**src/rtl/pmod_dac_pkg.sv**
```systemverilog
// Shared definitions for the Pmod serial DAC driver: FSM state encoding,
// DAC121S101 power-down codes and the frame-word builder.
package pmod_dac_pkg;

    typedef enum logic [1:0] {
        IDLE  = 2'd0,
        SHIFT = 2'd1,
        QUIET = 2'd2
    } state_t;

    localparam logic [1:0] PD_NORMAL = 2'b00;
    localparam logic [1:0] PD_1K     = 2'b01;
    localparam logic [1:0] PD_100K   = 2'b10;
    localparam logic [1:0] PD_HIZ    = 2'b11;

    // Frame word is {zero pad, pd, data}; data must already be zero-extended
    // above data_w. Callers truncate the result to their frame width (<= 32).
    function automatic logic [31:0] build_frame(input logic [1:0]  pd,
                                                input logic [31:0] data,
                                                input int          data_w);
        return ({30'd0, pd} << data_w) | data;
    endfunction

endpackage

```
**src/rtl/dac_sclk_gen.sv**
```systemverilog
// SCLK divider for the DAC driver. Counts CLK_DIV clk cycles per SCLK
// half-period while enabled; clr (or rst) parks SCLK high with the counter
// at zero. rise/fall flag the edge on which SCLK toggles 0->1 / 1->0.
module dac_sclk_gen #(
    parameter int CLK_DIV = 2
) (
    input  logic clk,
    input  logic rst,
    input  logic en,
    input  logic clr,
    output logic sclk,
    output logic rise,
    output logic fall
);

    localparam int CW = (CLK_DIV > 1) ? $clog2(CLK_DIV) : 1;
    localparam logic [CW-1:0] CNT_LAST = CW'(CLK_DIV - 1);

    logic [CW-1:0] cnt_q;
    logic          wrap;

    assign wrap = en && (cnt_q == CNT_LAST);
    assign rise = wrap && !sclk;
    assign fall = wrap && sclk;

    // Half-period counter and SCLK toggle; SCLK idles high.
    always_ff @(posedge clk) begin
        if (rst || clr) begin
            cnt_q <= '0;
            sclk  <= 1'b1;
        end else if (en) begin
            if (wrap) begin
                cnt_q <= '0;
                sclk  <= ~sclk;
            end else begin
                cnt_q <= cnt_q + CW'(1);
            end
        end
    end

endmodule

```
**src/rtl/pmod_dac_serializer.sv**
```systemverilog
// N-channel serial driver for DAC121S101-style converters (Pmod DA2 and
// wider boards). One word per channel is latched on update/ready and shifted
// MSB-first on its own SDATA line under a shared SYNC/SCLK.
// Handshake: a word set is accepted on a clk edge where update=1 and ready=1;
// update while ready=0 is dropped (no queue).
// Optional build macro PMOD_DAC_CONTINUOUS_EN: after each frame's quiet time
// the last latched words are re-sent automatically unless update supplies
// new ones in the single ready cycle.
module pmod_dac_serializer
    import pmod_dac_pkg::*;
#(
    parameter int         NUM_CH    = 2,
    parameter int         DATA_W    = 12,
    parameter int         FRAME_W   = 16,
    parameter int         CLK_DIV   = 2,
    parameter int         QUIET_CYC = 4,
    parameter logic [1:0] PD_MODE   = PD_NORMAL
) (
    input  logic                     clk,
    input  logic                     rst,
    input  logic                     update,
    input  logic [NUM_CH*DATA_W-1:0] values,
    output logic                     ready,
    output logic                     done,
    output logic [NUM_CH-1:0]        SDATA,
    output logic                     SYNC,
    output logic                     SCLK,
    output state_t                   state_dbg
);

    localparam int BW = $clog2(FRAME_W + 1);
    localparam int QW = (QUIET_CYC > 1) ? $clog2(QUIET_CYC) : 1;
    localparam logic [BW-1:0] FRAME_LAST = BW'(FRAME_W);
    // The done/ready cycle is itself the last quiet cycle, so QUIET proper
    // lasts QUIET_CYC-1 cycles after the cycle SYNC rises.
    localparam logic [QW-1:0] QUIET_LAST = QW'((QUIET_CYC >= 2) ? QUIET_CYC - 2 : 0);

    state_t state_q, state_n;
    logic   sync_q, sync_n;
    logic   ready_q, ready_n;
    logic   done_q, done_n;
    logic   load, take_new;

    logic [BW-1:0]              bitcnt_q;
    logic [QW-1:0]              qcnt_q;
    logic [NUM_CH*DATA_W-1:0]   lat_q;
    logic [NUM_CH*DATA_W-1:0]   src;
    logic                       sclk_rise, sclk_fall, last_rise;

`ifdef PMOD_DAC_CONTINUOUS_EN
    logic have_data_q;
`endif

    dac_sclk_gen #(.CLK_DIV(CLK_DIV)) u_sclk (
        .clk  (clk),
        .rst  (rst),
        .en   (state_q == SHIFT),
        .clr  (state_q != SHIFT),
        .sclk (SCLK),
        .rise (sclk_rise),
        .fall (sclk_fall)
    );

    // Rising toggle after the last falling edge closes the frame.
    assign last_rise = sclk_rise && (bitcnt_q == FRAME_LAST);
    assign src       = take_new ? values : lat_q;

    // Next-state and registered-output decode.
    always_comb begin
        state_n  = state_q;
        sync_n   = sync_q;
        ready_n  = ready_q;
        done_n   = 1'b0;
        load     = 1'b0;
        take_new = 1'b0;
        case (state_q)
            IDLE: begin
                if (update) begin
                    load     = 1'b1;
                    take_new = 1'b1;
                end
`ifdef PMOD_DAC_CONTINUOUS_EN
                else if (have_data_q) begin
                    load = 1'b1;
                end
`endif
                if (load) begin
                    state_n = SHIFT;
                    sync_n  = 1'b0;
                    ready_n = 1'b0;
                end
            end
            SHIFT: begin
                if (last_rise) begin
                    sync_n = 1'b1;
                    if (QUIET_CYC < 2) begin
                        state_n = IDLE;
                        done_n  = 1'b1;
                        ready_n = 1'b1;
                    end else begin
                        state_n = QUIET;
                    end
                end
            end
            QUIET: begin
                if (qcnt_q == QUIET_LAST) begin
                    state_n = IDLE;
                    done_n  = 1'b1;
                    ready_n = 1'b1;
                end
            end
            default: begin
                state_n = IDLE;
                sync_n  = 1'b1;
                ready_n = 1'b1;
            end
        endcase
    end

    // FSM state and control outputs.
    always_ff @(posedge clk) begin
        if (rst) begin
            state_q <= IDLE;
            sync_q  <= 1'b1;
            ready_q <= 1'b1;
            done_q  <= 1'b0;
        end else begin
            state_q <= state_n;
            sync_q  <= sync_n;
            ready_q <= ready_n;
            done_q  <= done_n;
        end
    end

    // Bit counter (falling edges), quiet counter and word latch.
    always_ff @(posedge clk) begin
        if (rst) begin
            bitcnt_q <= '0;
            qcnt_q   <= '0;
            lat_q    <= '0;
        end else begin
            if (load)
                bitcnt_q <= '0;
            else if (sclk_fall)
                bitcnt_q <= bitcnt_q + BW'(1);
            if (state_q == QUIET)
                qcnt_q <= qcnt_q + QW'(1);
            else
                qcnt_q <= '0;
            if (take_new)
                lat_q <= values;
        end
    end

`ifdef PMOD_DAC_CONTINUOUS_EN
    // Auto-repeat is armed only once real data has been latched.
    always_ff @(posedge clk) begin
        if (rst)
            have_data_q <= 1'b0;
        else if (take_new)
            have_data_q <= 1'b1;
    end
`endif

    for (genvar k = 0; k < NUM_CH; k++) begin : g_ch
        logic [FRAME_W-1:0] frame;
        logic [FRAME_W-1:0] sreg_q;
        logic               sd_q;

        assign frame = FRAME_W'(build_frame(PD_MODE, 32'(src[k*DATA_W +: DATA_W]), DATA_W));

        // Per-lane shifter: MSB on load, next bit on each SCLK rise, 0 at frame end.
        always_ff @(posedge clk) begin
            if (rst) begin
                sreg_q <= '0;
                sd_q   <= 1'b0;
            end else if (load) begin
                sd_q   <= frame[FRAME_W-1];
                sreg_q <= {frame[FRAME_W-2:0], 1'b0};
            end else if (sclk_rise) begin
                if (last_rise) begin
                    sd_q <= 1'b0;
                end else begin
                    sd_q   <= sreg_q[FRAME_W-1];
                    sreg_q <= {sreg_q[FRAME_W-2:0], 1'b0};
                end
            end
        end

        assign SDATA[k] = sd_q;
    end

    assign SYNC      = sync_q;
    assign ready     = ready_q;
    assign done      = done_q;
    assign state_dbg = state_q;

endmodule

```
**config.mk**
```make
export PLATFORM = sky130hd
export DESIGN_NAME = pmod_dac_serializer
export DESIGN_NICKNAME = d
export VERILOG_FILES = /design/src/rtl/pmod_dac_pkg.sv /design/src/rtl/dac_sclk_gen.sv /design/src/rtl/pmod_dac_serializer.sv
export SDC_FILE = /design/constraint.sdc
export NUM_CORES = 1
export LEC_CHECK = 0
export CAP_MARGIN = 20
export CORE_ASPECT_RATIO = 1.25
export CORE_UTILIZATION = 30
export CTS_CLUSTER_SIZE = 20
export DETAILED_ROUTE_END_ITERATION = 10
export MAX_ROUTING_LAYER = met4
export SKIP_CTS_REPAIR_TIMING = 1
export SYNTH_ARGS = -nofsm -noshare
export SYNTH_HDL_FRONTEND = slang
export SYNTH_HIERARCHICAL = 1
export SYNTH_SLANG_ARGS = --single-unit
```
**constraint.sdc**
```tcl
create_clock -name clk -period 2.6 [get_ports clk]
set_input_delay 0.52 -clock clk [delete_from_list [all_inputs] [get_ports clk]]
set_output_delay 0.52 -clock clk [all_outputs]
set_load 0.01 [all_outputs]
```
==> out/qor.yml <==
status: "finished clean"
clk_pin_slew_ns: 0.09
vias_per_cell: 5.07
slew_headroom: 0.622
cp-end-kind: "output port"
overflow: 0
r2r-start: "state_dbg[0]"
start_util: 0.314
ff2ff_setup_slack_ns: 0.65
antenna_found_initial: 0
ff2ff_path_depth: 7
synth_cells: 245
drv_slew: 0
routed_wirelength_um: 4850
cp_slowest_cell: "clkdlybuf4s50_1"
synth_seq_cells: 46
crit_path_start_kind: "flip-flop"
worstMarginPinSlew_ns: 0.567
holdWs_ns: 0.429
clkSinkCount: 46
dr.pass1.iters: 4
rsz0062_at_grt: "no"
die_w_um: 78.7
cp.required_ns: 2.08
cts_tree: "built"
fp.dieH_um: 97.8
clockBufferDepth: 2
dpl.hpwl_um: 3030
area_growth_pct: 20.9
skew_ns: 0.0108
clk-insertion-delay-late_ns: 0.30
insertedDiodeCount: 0
timing.fmax_mhz: 508
drtIter0Drc: 98
maxCapViolCount: 0
nets: 292
drtAntennaViolNets: 0
h-tree-depth: 2
vias: 1788
critPathCapture: "state_dbg[0]"
synth_area_mm2: 0.00220
peakVddDrop_v: 0.000313
row_count: 34
drive_above_1_share: 0.160
period_needed_ns: 1.97
grtUsageTotal: 0.139
portBuffers: 34
coreArea_mm2: 0.00702
hold_class: "reg2reg"
p_per_area_mw_per_mm2: 530
ys_seq_area_frac: 0.418
path_cells: "clkdlybuf4s50_1"
r2r-end: "g_ch[0].sreg_q[3]"
tns_ns: 0
syn_area_per_cell_um2: 8.99
cpPeakStageDelay_ns: 0.62
path_delay_family: "buffers and inverters"
min_period_over_period: 0.757
boundaryPins: 35
root_buffer: "clkbuf_8"
synth.net_count: 275
drc_errors: 0
grt_max_degree: 41
netlist-cell-type-count: 33
path_depth: 1
place.gp.congestion: 0.745
grt_pass1_wl_um: 8290
cp.arrival_ns: 1.45
worstPathMaxFanout: 10
numCtsBuffers: 5
startpoint: "state_dbg[0]"
path_buf_inv: 1
grt_pass1_vias: 1757
timing.final.hold_violations: 0
die_area_mm2: 0.00769
worstSetupPathType: "reg2out"
p_leak_nw: 0.863
post_drt_wl_per_cell_um: 13.7
synth_warnings: 6
setup_violations: 0
==> cell usage after synthesis <==
cell        n  area share
dfxtp_1    46        0.42
nor2_1     35       0.060
nand3_1    30       0.068
o21ai_0    30       0.068
a311oi_2   22        0.15
clkbuf_1   18       0.031
a21oi_1    11       0.025
nand2_1     7       0.012
buf_4       5       0.017
buf_6       4       0.020
inv_1       4      0.0068
buf_2       3      0.0068
ha_1        3       0.017
nand2b_1    3      0.0085
xor2_1      3       0.012
nand4_1     2      0.0057
o211ai_1    2      0.0068
xnor2_1     2      0.0080
a21o_1      1      0.0034
a221o_1     1      0.0045
a31oi_1     1      0.0028
a32oi_1     1      0.0040
and3_1      1      0.0028
and3_4      1      0.0051
and4bb_1    1      0.0057
inv_2       1      0.0017
mux2i_1     1      0.0045
nand4bb_1   1      0.0051
nor3_2      1      0.0045
nor3b_2     1      0.0057
o21a_1      1      0.0034
o21ai_1     1      0.0023
or3b_1      1      0.0040
==> area by class of cell <==
| class | instances | area, µm² |
|---|---|---|
| multi-input combinational | 164 | 1100 |
| clock buffer | 7 | 96.3 |
| timing repair buffer | 40 | 405 |
| clock inverter | 1 | 8.76 |
| sequential | 46 | 921 |
| inverter | 5 | 18.8 |
| fill | 729 | 4360 |
| tap | 90 | 113 |
==> routing by layer <==
metal  global-route usage  wire length [µm]  vias up
li1                     -                 -      906
met1                0.173              2280      849
met2                0.221              2330       27
met3               0.0271               166        6
met4               0.0513                71        0
met5                    -                 0        -
==> per-stage QoR <==
| stage | area [µm²] | std cells | power (mW) | utilization | setup WS [ns] |
|---|---|---|---|---|---|
| after floorplan | 2200 | 245 | 0.878 | - | 0.719 |
| after global placement | 2540 | 344 | 0.939 | 0.362 | 0.357 |
| after detailed placement | 2540 | 344 | 0.941 | 0.362 | 0.338 |
| after CTS | 2650 | 352 | 1.43 | 0.377 | 0.475 |
| after global routing | 2660 | 353 | 1.48 | 0.380 | 0.422 |
| final | 2660 | 353 | 1.41 | 0.380 | 0.633 |
==> how the worst min path moves through the flow <==
| stage | startpoint | endpoint | slack [ns] | cells past startpoint |
|---|---|---|---|---|
| 2_1_floorplan | qcnt_q[0] | qcnt_q[0] | 0.39 | 1 |
| 4_1_cts | qcnt_q[0] | qcnt_q[0] | 0.43 | 1 |
| 3_3_place_gp | qcnt_q[0] | qcnt_q[0] | 0.40 | 1 |
| 5_1_grt | qcnt_q[0] | qcnt_q[0] | 0.45 | 1 |
| 6_report | qcnt_q[0] | qcnt_q[0] | 0.43 | 1 |
| 3_5_place_dp | qcnt_q[0] | qcnt_q[0] | 0.42 | 1 |
==> sequential cells by signal, summed over array words and instances (netlist names) <==
name and count:
done 1, bitcnt_q 5, u_sclk/sclk 1, SYNC 1, qcnt_q 2, g_ch.sreg_q 30
g_ch.sd_q 2, state_dbg 2, u_sclk/cnt_q 1, ready 1
==> power by group <==
part           switching [mW]  internal (mW)  leakage [nW]
logic                  0.0772         0.0888         0.432
clock network           0.244          0.244        0.0544
registers              0.0195          0.738         0.377
total                   0.340           1.07         0.863
==> cells by family after synthesis <==
logic type                 Yosys count  share of synthesized area
AOI/OAI and AO/OA                   71                      0.270
buffers and inverters               35                     0.0835
muxes                                1                    0.00454
xor gates and xnor gates             5                     0.0199
adders and majority gates            3                     0.0170
DFF                                 46                      0.418
and+or+nand+nor                     84                      0.187
==> cell usage in the layout (no fill, tap or decap), types with 2 or more instances in the layout <==
cell type        instances
nor2_1                  34
clkdlybuf4s50_1         34
nand3_1                 30
nand2_1                  7
dfxtp_1                 46
clkbuf_8                 7
buf_4                    4
a311oi_2                22
o211ai_1                 2
xnor2_1                  2
xor2_1                   3
nand4_1                  2
a21oi_1                 11
inv_1                    4
nand2b_1                 3
o21ai_0                 30
ha_1                     3
Power figures use the tool's default switching activity.
